### src/rtl/sram_pkg.sv
// Shared widths, FSM state encoding and read-tag format for the SRAM arbiter.
package sram_pkg;

    localparam int ADDR_W = 12;
    localparam int DATA_W = 32;
    localparam int CONF_W = 2;

    typedef enum logic [1:0] {
        IDLE,
        ISSUE,
        DRAIN
    } state_t;

    typedef struct packed {
        logic valid;
        logic id;
    } tag_t;

endpackage

### src/rtl/sram_rsp_tracker.sv
// Follows each issued read through the fixed SRAM latency and says who owns
// the data leaving the macro; also counts reads still in flight.
module sram_rsp_tracker
    import sram_pkg::*;
#(
    parameter int READ_LATENCY = 3
) (
    input  logic clk,
    input  logic rst_n,
    input  logic push,
    input  logic push_id,
    output logic pop,
    output logic pop_id,
    output logic busy
);

    tag_t       tags [READ_LATENCY+1];
    logic [3:0] count;

    // Stage 0 is loaded on the grant edge, so the last stage lines up with
    // the cycle in which sram_dout carries that read's data.
    always_ff @(posedge clk or negedge rst_n) begin
        if (!rst_n) begin
            for (int i = 0; i <= READ_LATENCY; i++) begin
                tags[i] <= '0;
            end
            count <= 4'd0;
        end else begin
            tags[0].valid <= push;
            tags[0].id    <= push_id;
            for (int i = 1; i <= READ_LATENCY; i++) begin
                tags[i] <= tags[i-1];
            end
            case ({push, pop})
                2'b10:   count <= count + 4'd1;
                2'b01:   count <= count - 4'd1;
                default: count <= count;
            endcase
        end
    end

    assign pop    = tags[READ_LATENCY].valid;
    assign pop_id = tags[READ_LATENCY].id;
    assign busy   = (count != 4'd0);

endmodule

### src/rtl/sram_arbiter.sv
// Round-robin sharing of the single SRAM port between two requesters, with
// registered command pins, in-order read return and drain-before-conf-switch.
module sram_arbiter
    import sram_pkg::*;
#(
    parameter int READ_LATENCY = 3
) (
    input  logic              sram_clk,
    input  logic              sram_rst_n,
    input  logic              req0_valid,
    output logic              req0_ready,
    input  logic              req0_we,
    input  logic [ADDR_W-1:0] req0_addr,
    input  logic [DATA_W-1:0] req0_wdata,
    input  logic [CONF_W-1:0] req0_conf,
    input  logic              req1_valid,
    output logic              req1_ready,
    input  logic              req1_we,
    input  logic [ADDR_W-1:0] req1_addr,
    input  logic [DATA_W-1:0] req1_wdata,
    input  logic [CONF_W-1:0] req1_conf,
    output logic              rsp0_valid,
    output logic [DATA_W-1:0] rsp0_rdata,
    output logic              rsp1_valid,
    output logic [DATA_W-1:0] rsp1_rdata,
    output logic              sram_csb,
    output logic              sram_web,
    output logic [ADDR_W-1:0] sram_addr,
    output logic [DATA_W-1:0] sram_din,
    output logic [CONF_W-1:0] sram_conf,
    input  logic [DATA_W-1:0] sram_dout
);

    state_t            state, next_state;
    logic              rr_ptr;
    logic              busy, pop, pop_id;
    logic              prio_valid, cand_valid, cand_id, cand_ok, grant;
    logic              win_we;
    logic [CONF_W-1:0] cand_conf;
    logic [ADDR_W-1:0] win_addr;
    logic [DATA_W-1:0] win_wdata;

    // The candidate is the first valid requester in priority order; if it
    // cannot run because of a conf change, nobody is granted around it.
    always_comb begin
        prio_valid = rr_ptr ? req1_valid : req0_valid;
        cand_id    = prio_valid ? rr_ptr : !rr_ptr;
        cand_valid = req0_valid || req1_valid;
        cand_conf  = cand_id ? req1_conf  : req0_conf;
        win_we     = cand_id ? req1_we    : req0_we;
        win_addr   = cand_id ? req1_addr  : req0_addr;
        win_wdata  = cand_id ? req1_wdata : req0_wdata;
        cand_ok    = (cand_conf == sram_conf) || !busy;
        grant      = 1'b0;
        next_state = state;
        case (state)
            IDLE, ISSUE: begin
                if (!cand_valid) begin
                    next_state = IDLE;
                end else if (cand_ok) begin
                    grant      = 1'b1;
                    next_state = ISSUE;
                end else begin
                    next_state = DRAIN;
                end
            end
            DRAIN: begin
                if (!busy) next_state = IDLE;
            end
            default: next_state = IDLE;
        endcase
        req0_ready = grant && !cand_id;
        req1_ready = grant && cand_id;
    end

    always_ff @(posedge sram_clk or negedge sram_rst_n) begin
        if (!sram_rst_n) begin
            state  <= IDLE;
            rr_ptr <= 1'b0;
        end else begin
            state <= next_state;
            if (grant) rr_ptr <= !cand_id;
        end
    end

    always_ff @(posedge sram_clk or negedge sram_rst_n) begin
        if (!sram_rst_n) begin
            sram_csb  <= 1'b1;
            sram_web  <= 1'b1;
            sram_addr <= '0;
            sram_din  <= '0;
            sram_conf <= '0;
        end else if (grant) begin
            sram_csb  <= 1'b0;
            sram_web  <= !win_we;
            sram_addr <= win_addr;
            sram_din  <= win_wdata;
            sram_conf <= cand_conf;
        end else begin
            sram_csb <= 1'b1;
            sram_web <= 1'b1;
        end
    end

    sram_rsp_tracker #(
        .READ_LATENCY(READ_LATENCY)
    ) u_tracker (
        .clk    (sram_clk),
        .rst_n  (sram_rst_n),
        .push   (grant && !win_we),
        .push_id(cand_id),
        .pop    (pop),
        .pop_id (pop_id),
        .busy   (busy)
    );

    always_ff @(posedge sram_clk or negedge sram_rst_n) begin
        if (!sram_rst_n) begin
            rsp0_valid <= 1'b0;
            rsp1_valid <= 1'b0;
            rsp0_rdata <= '0;
            rsp1_rdata <= '0;
        end else begin
            rsp0_valid <= pop && !pop_id;
            rsp1_valid <= pop && pop_id;
            if (pop && !pop_id) rsp0_rdata <= sram_dout;
            if (pop && pop_id)  rsp1_rdata <= sram_dout;
        end
    end

endmodule

### config.mk
export PLATFORM = sky130hd
export DESIGN_NAME = sram_arbiter
export DESIGN_NICKNAME = d
export VERILOG_FILES = /design/src/rtl/sram_pkg.sv /design/src/rtl/sram_rsp_tracker.sv /design/src/rtl/sram_arbiter.sv
export SDC_FILE = /design/constraint.sdc
export NUM_CORES = 1
export LEC_CHECK = 0
export ABC_AREA = 1
export CORE_UTILIZATION = 39
export DETAILED_ROUTE_END_ITERATION = 7
export PLACE_DENSITY_LB_ADDON = 0.08
export SYNTH_ARGS = -nofsm -noshare
export SYNTH_HDL_FRONTEND = slang
export SYNTH_SLANG_ARGS = --single-unit
### constraint.sdc
create_clock -name sram_clk -period 2.36 [get_ports sram_clk]
set_clock_uncertainty 0.2 [all_clocks]
set_input_delay 0.472 -clock sram_clk [delete_from_list [all_inputs] [get_ports sram_clk]]
set_output_delay 0.472 -clock sram_clk [all_outputs]
set_load 0.02 [all_outputs]
### Word level (Yosys, flattened, before mapping)

Index checks and enable logic that the tools add are counted.

| storage, ports and cells | value |
|---|---|
| register bits | 129 |
| input bits | 130 |
| output and inout bits | 116 |
| logic and storage cells | 60 |

| cells by class | value |
|---|---|
| add/sub/neg operators | 2 |
| eq/ne operators | 6 |
| multiplexer cells | 16 |
| reduce and logical (&&, ||, !) cells | 16 |

Operators by type and width:

| kind | count |
|---|---|
| 32-bit 2-to-1 mux | 1 |
| 12-bit 2-to-1 mux | 1 |
| 1-bit 2-to-1 mux | 8 |
| 2-bit 2-to-1 mux | 4 |
| 4-bit one-hot mux with 2 select lines | 1 |
| 1-bit logical AND | 5 |
| 1-bit logical NOT | 5 |
| 4-bit by 1-bit adder with 4-bit output (second input constant) | 1 |
| 2-bit by 1-bit == test with 1-bit output (second input constant) | 2 |
| 2-bit == test (second input constant) | 2 |
| 2-bit one-hot mux with 2 select lines | 1 |
| 4-bit nonzero test | 1 |
| 4-bit by 1-bit subtractor with 4-bit output (second input constant) | 1 |
| 2-bit == test | 1 |
| 2-bit logical NOT | 1 |
| 1-bit logical OR | 2 |
| 2-bit != test (second input constant) | 1 |
| 2-bit nonzero test | 1 |
| 2-bit OR reduction | 1 |

### Logic depth before layout (Yosys ltp)

| depth | value |
|---|---|
| word-level depth | 11 |
| gate-level depth with buffers | 20 |
| depth with buffers taken out | 20 |

### Hierarchy

A second synthesis with hierarchy kept.

| unflattened totals | value |
|---|---|
| cell total of the unflattened synthesis | 685 |
| area, all modules | 5599.1 µm² |

Modules (own cells, without submodules):

| module | times used | cells an instance | area each (µm²) | sequential area each (µm²) |
|---|---|---|---|---|
| sram_arbiter | 1 | 639 | 5104.9 | 2930.3 |
| sram_rsp_tracker | 1 | 46 | 494.2 | 300.3 |

### Worst setup path before layout

Ideal clock, no wire load.

| timing | value |
|---|---|
| kind | input to register |
| from | input port req0_valid |
| to | register u_tracker.count[3] |
| library setup time | 123 ps |
| arrival time | 2197 ps |
| required time | 2037 ps |
| slack | -160 ps |
| stages | 18 |
| path buffers | 2 |
| cells stage by stage | inv_1 > nand2_4 > nand2_4 > buf_6 > inv_2 > buf_4 > nand2_1 > o21ai_1 > nor2_1 > inv_1 > ha_1 > nand2_1 > inv_1 > nor2_1 > nand2_1 > o21ai_0 > nand3_1 > xor2_1 |

| between the ends | value |
|---|---|
| word-level cells in the longest chain between the ends | 11 |
| elaborated cells between the ends (all ways) | 16 |
| classes of those cells | eq/ne (3); mux (8); reduce/logical (5) |

RTL lines:

| what | RTL line | RTL |
|---|---|---|
| from (decl) | sram_arbiter.sv:10 | `input logic req0_valid,` |
| 1-bit 2-to-1 mux | sram_arbiter.sv:46 | `prio_valid = rr_ptr ? req1_valid : req0_valid;` |
| 1-bit 2-to-1 mux | sram_arbiter.sv:47 | `cand_id = prio_valid ? rr_ptr : !rr_ptr;` |
| 2-bit 2-to-1 mux | sram_arbiter.sv:49 | `cand_conf = cand_id ? req1_conf : req0_conf;` |
| 2-bit == test | sram_arbiter.sv:53 | `cand_ok = (cand_conf == sram_conf) \|\| !busy;` |
| 1-bit logical OR | sram_arbiter.sv:53 |  |
| 1-bit 2-to-1 mux | sram_arbiter.sv:60 | `end else if (cand_ok) begin` |
| 1-bit 2-to-1 mux | sram_arbiter.sv:58 | `if (!cand_valid) begin` |
| 1-bit 2-to-1 mux | sram_arbiter.sv:56 | `case (state)` |
| 1-bit logical AND (*) | sram_arbiter.sv:110 | `.push (grant && !win_we),` |
| via u_tracker.push | sram_rsp_tracker.sv:10 | `input logic push,` |
| 2-bit by 1-bit == test with 1-bit output or 2-bit == test (tied branches) | sram_rsp_tracker.sv:34 | `case ({push, pop})` |
| 4-bit one-hot mux with 2 select lines or 2-bit nonzero test (tied branches) | -- |  |
| to (signal assigned) | sram_rsp_tracker.sv:35 | `2'b10: count <= count + 4'd1;` |
| to (signal assigned) | sram_rsp_tracker.sv:36 | `2'b01: count <= count - 4'd1;` |
| to (signal assigned) | sram_rsp_tracker.sv:37 | `default: count <= count;` |
| to (decl) | sram_rsp_tracker.sv:18 | `logic [3:0] count;` |

The timed path passes the listed nets; every way through them passes the cells marked *.
A chain may end at the register's enable or synchronous reset.

### Worst setup path after layout

| timing | value |
|---|---|
| from | register rr_ptr |
| to | register u_tracker.count[3] |

| between the ends | value |
|---|---|
| word-level cells in the longest chain between the ends | 11 |
| elaborated cells between the ends (all ways) | 16 |
| classes of those cells | eq/ne (3); mux (8); reduce/logical (5) |

RTL lines:

| what | RTL line | RTL |
|---|---|---|
| from (decl) | sram_arbiter.sv:35 | `logic rr_ptr;` |
| from (signal assigned) | sram_arbiter.sv:82 | `if (grant) rr_ptr <= !cand_id;` |
| 1-bit 2-to-1 mux or 1-bit logical NOT (tied branches) | sram_arbiter.sv:46, sram_arbiter.sv:47 |  |
| 1-bit 2-to-1 mux (*) | sram_arbiter.sv:47 |  |
| 2-bit 2-to-1 mux | sram_arbiter.sv:49 |  |
| 2-bit == test | sram_arbiter.sv:53 |  |
| 1-bit logical OR | sram_arbiter.sv:53 |  |
| 1-bit 2-to-1 mux | sram_arbiter.sv:60 |  |
| 1-bit 2-to-1 mux | sram_arbiter.sv:58 |  |
| 1-bit 2-to-1 mux | sram_arbiter.sv:56 |  |
| 1-bit logical AND (*) | sram_arbiter.sv:110 |  |
| via u_tracker.push | sram_rsp_tracker.sv:10 |  |
| 2-bit by 1-bit == test with 1-bit output or 2-bit == test (tied branches) | sram_rsp_tracker.sv:34 |  |
| 4-bit one-hot mux with 2 select lines or 2-bit nonzero test (tied branches) | -- |  |

Marked as above.

==> flow_summary.ini <==
[synth]
syn_nets = 812
synth_cell_type_count = 23
avgSynthCellArea_um2 = 8.576
syn_area_mm2 = 0.005823
ys_ff_latch = 129
synth_cells = 679
yosysSeqAreaShare_pct = 55.48
ys_warn_count = 0

[timing]
whs_ns = 0.1444
post-route-min-period_ns = 2.640
fmax_ghz = 0.3788
setup_violations = 5
rsz0062_at_grt = yes
min_period_over_period_pct = 111.9
slew-limit-headroom_pct = 55.21
slew_viol_final = 0
tightestPinTransition_ns = 0.6719
tns_ns = -1.178
setup_slack_ns = -0.2797
finalHoldViolCount = 0

[power_and_ir_drop]
power.density_mw_per_mm2 = 1409
internal_power_mw = 8.110
p_seq_share_pct = 29.2
clkPwrFrac_pct = 22.1
swShare_pct = 38.85
ir_worst_vdd_mv = 0.7103
p_leak_nw = 4.629
pwr-share-comb_pct = 48.7
p_switching_mw = 5.152

[worst_setup_path]
cp-start-kind = flip-flop
rr_startpoint = rr_ptr
worstPathRequired_ns = 2.45
crit_path_start = rr_ptr
path_max_fanout = 6
critPathKind = flip-flop to flip-flop
end_kind = flip-flop
crit_arrival_ns = 2.73

[run]
cap_viol_max_count = 0

[grt]
grt_antenna_before_repair = 0
first_global_vias = 5246
grt_start_max_net_pins = 66
grt_usage_pct = 21.73
gr-total-overflow = 0
grt_pass1_wl_um = 25450

[die]
core_mm2 = 0.01453
rows = 44
dieWidth_um = 124.2
initial_utilization_pct = 40.07
die_area_mm2 = 0.01542
die_y_um = 124.2
top_level_ports = 246

[placement]
hpwlAfterDp_um = 11460
numPortBuffers = 245
gp_congestion = 0.8577

[run_status]
violations = negative setup slack
status = complete, but fails checks

[clock_tree]
clock_path_buffers = 2
root_buffer = clkbuf_16
clock_latency_ns = 0.41
cts_tree = done
htreeDepth = 4
clk_pin_slew_worst_paths_ns = 0.05
clock-sinks = 129
cts_inserted_buffers = 17

[detailed_routing]
post_drt_wl_per_cell_um = 14.35
routed_wl_um = 16390
vias = 5349
final_antenna_net_count = 0
routed_via_density = 4.684
drt_first_pass_iters = 4
drc = 0
dr.first_iter.drc_count = 252

[cells_and_area]
nets = 1078
final_cell_mix = nand2_1, clkdlybuf4s50_1, dfrtp_1
drive_gt1_share_pct = 15.55
final_common_cell = nand2_1
syn_to_final_growth_pct = 61.62
n_antenna_cell = 0
fill_cells = 1196

[worst_hold_path]
hp-class = flip-flop to flip-flop
hp-start = u_tracker.tags[5]
## final cells by class
class	instances	area (um2)	area share (%)
multi-input combinational	460	2312	24.57
clock inverter	14	235.2	2.499
tap	184	230.2	2.446
timing repair buffer	285	2773	29.46
clock buffer	18	429.2	4.560
sequential	129	3232	34.34
inverter	52	200.2	2.127
## state kept, by name (all words and copies together), names as in the netlist
name,count
rsp0_valid,1
rr_ptr,1
u_tracker.count,4
rsp0_rdata,32
rsp1_rdata,32
sram_csb,1
sram_web,1
sram_din,32
sram_addr,12
u_tracker.pop_id,1
u_tracker.tags,6
state,2
rsp1_valid,1
u_tracker.pop,1
sram_conf,2
## power by group through the flow
| stage | combinational, mW | sequential (mW) | clock (mW) |
|---|---|---|---|
| floorplan | 2.36 | 5.00 | 0 |
| global placement | 6.04 | 3.83 | 0 |
| detailed placement | 6.15 | 3.88 | 0 |
| CTS | 6.35 | 3.87 | 3.00 |
| global route | 7.05 | 4.01 | 3.10 |
| finish | 6.46 | 3.87 | 2.93 |
## layer usage
| layer | routed length (um) | vias to the layer above | share of wire (%) | track usage, % |
|---|---|---|---|---|
| li1 | - | 2640 | - | - |
| met4 | 344 | 0 | 2.1 | 9.301 |
| met2 | 8183 | 181 | 50 | 36.84 |
| met5 | 0 | - | 0 | 0 |
| met3 | 1118 | 30 | 6.8 | 7.097 |
| met1 | 6738 | 2498 | 41 | 25.02 |
## through the flow
stage | setup WS, ns | cell area, um2 | total power, mW | std cells | utilization [%]
floorplan | 0.003970 | 5843 | 7.355 | 679 | -
global placement | -0.6889 | 8461 | 9.877 | 1094 | 58.21
detailed placement | -0.8279 | 8461 | 10.03 | 1094 | 58.21
CTS | -0.09316 | 9274 | 13.22 | 1134 | 63.81
global route | -0.4074 | 9412 | 14.15 | 1142 | 64.76
finish | -0.2797 | 9412 | 13.26 | 1142 | 64.76
## kinds of logic after synthesis
kind of cell               after synthesis  synth area share, %
AOI/OAI and AO/OA                       70                6.081
xor gates and xnor gates                 4               0.6017
adders and majority gates                3               0.6447
buffers and inverters                   90                7.907
DFF                                    129                55.48
and+or+nand+nor                        383                29.29
## synth_stat cells
master    number  area, um2
buf_2         10      50.05
nand3_1       29      145.1
buf_12         4      80.08
nand2_1      308       1156
inv_1         48      180.2
inv_2          4      15.01
nor2_1         7      26.28
o21ai_0       67      335.3
dfstp_2        2      52.55
xor2_1         1      8.760
ha_1           3      37.54
a21oi_2        1      8.760
xnor2_1        3      26.28
clkbuf_1      15      56.30
buf_4          6      45.04
nand3_2       30      300.3
o21ai_1        1      5.000
a21oi_1        1      5.000
dfrtp_1      127       3178
buf_6          3      33.78
nand2_2        4      25.02
nand3b_1       1      7.510
nand2_4        4      45.04
## worst max-delay path, stage by stage (launching register included)
cell and delay (ns):
dfrtp_2 0.42, inv_2 0.07, nand2_4 0.13, nand2_8 0.09, nand2_4 0.07, nand3_2 0.07
nand2_2 0.08, nand2_2 0.08, nand2_4 0.09, nand2_4 0.07, nor2_4 0.13, inv_2 0.07
ha_4 0.18, buf_4 0.14, xnor2_2 0.20, nor2_1 0.09, nand2_1 0.09, nand3_2 0.07
xor2_1 0.15
## what timing repair did
item	in CTS	in global routing
hold buffers	1	0
gates cloned	0	0
setup buffers	7	8
setup endpoints to repair	6	6
hold endpoints to repair	42	0
gates resized for setup	39	14
pin swaps	17	16
## final timing paths
| check | to | cells after the start | slack, ns |
|---|---|---|---|
| min in group asynchronous | sram_din[11] | 2 | 0.35 |
| hold / removal | u_tracker.tags[3] | 0 | 0.14 |
| max in group asynchronous | rsp1_rdata[27] | 3 | 0.90 |
| setup / recovery | u_tracker.count[3] | 18 | -0.28 |
| setup reg to reg | u_tracker.count[3] | 18 | -0.28 |
| hold reg to reg | u_tracker.tags[3] | 0 | 0.14 |
No activity file was read; power rests on OpenSTA's default activity.
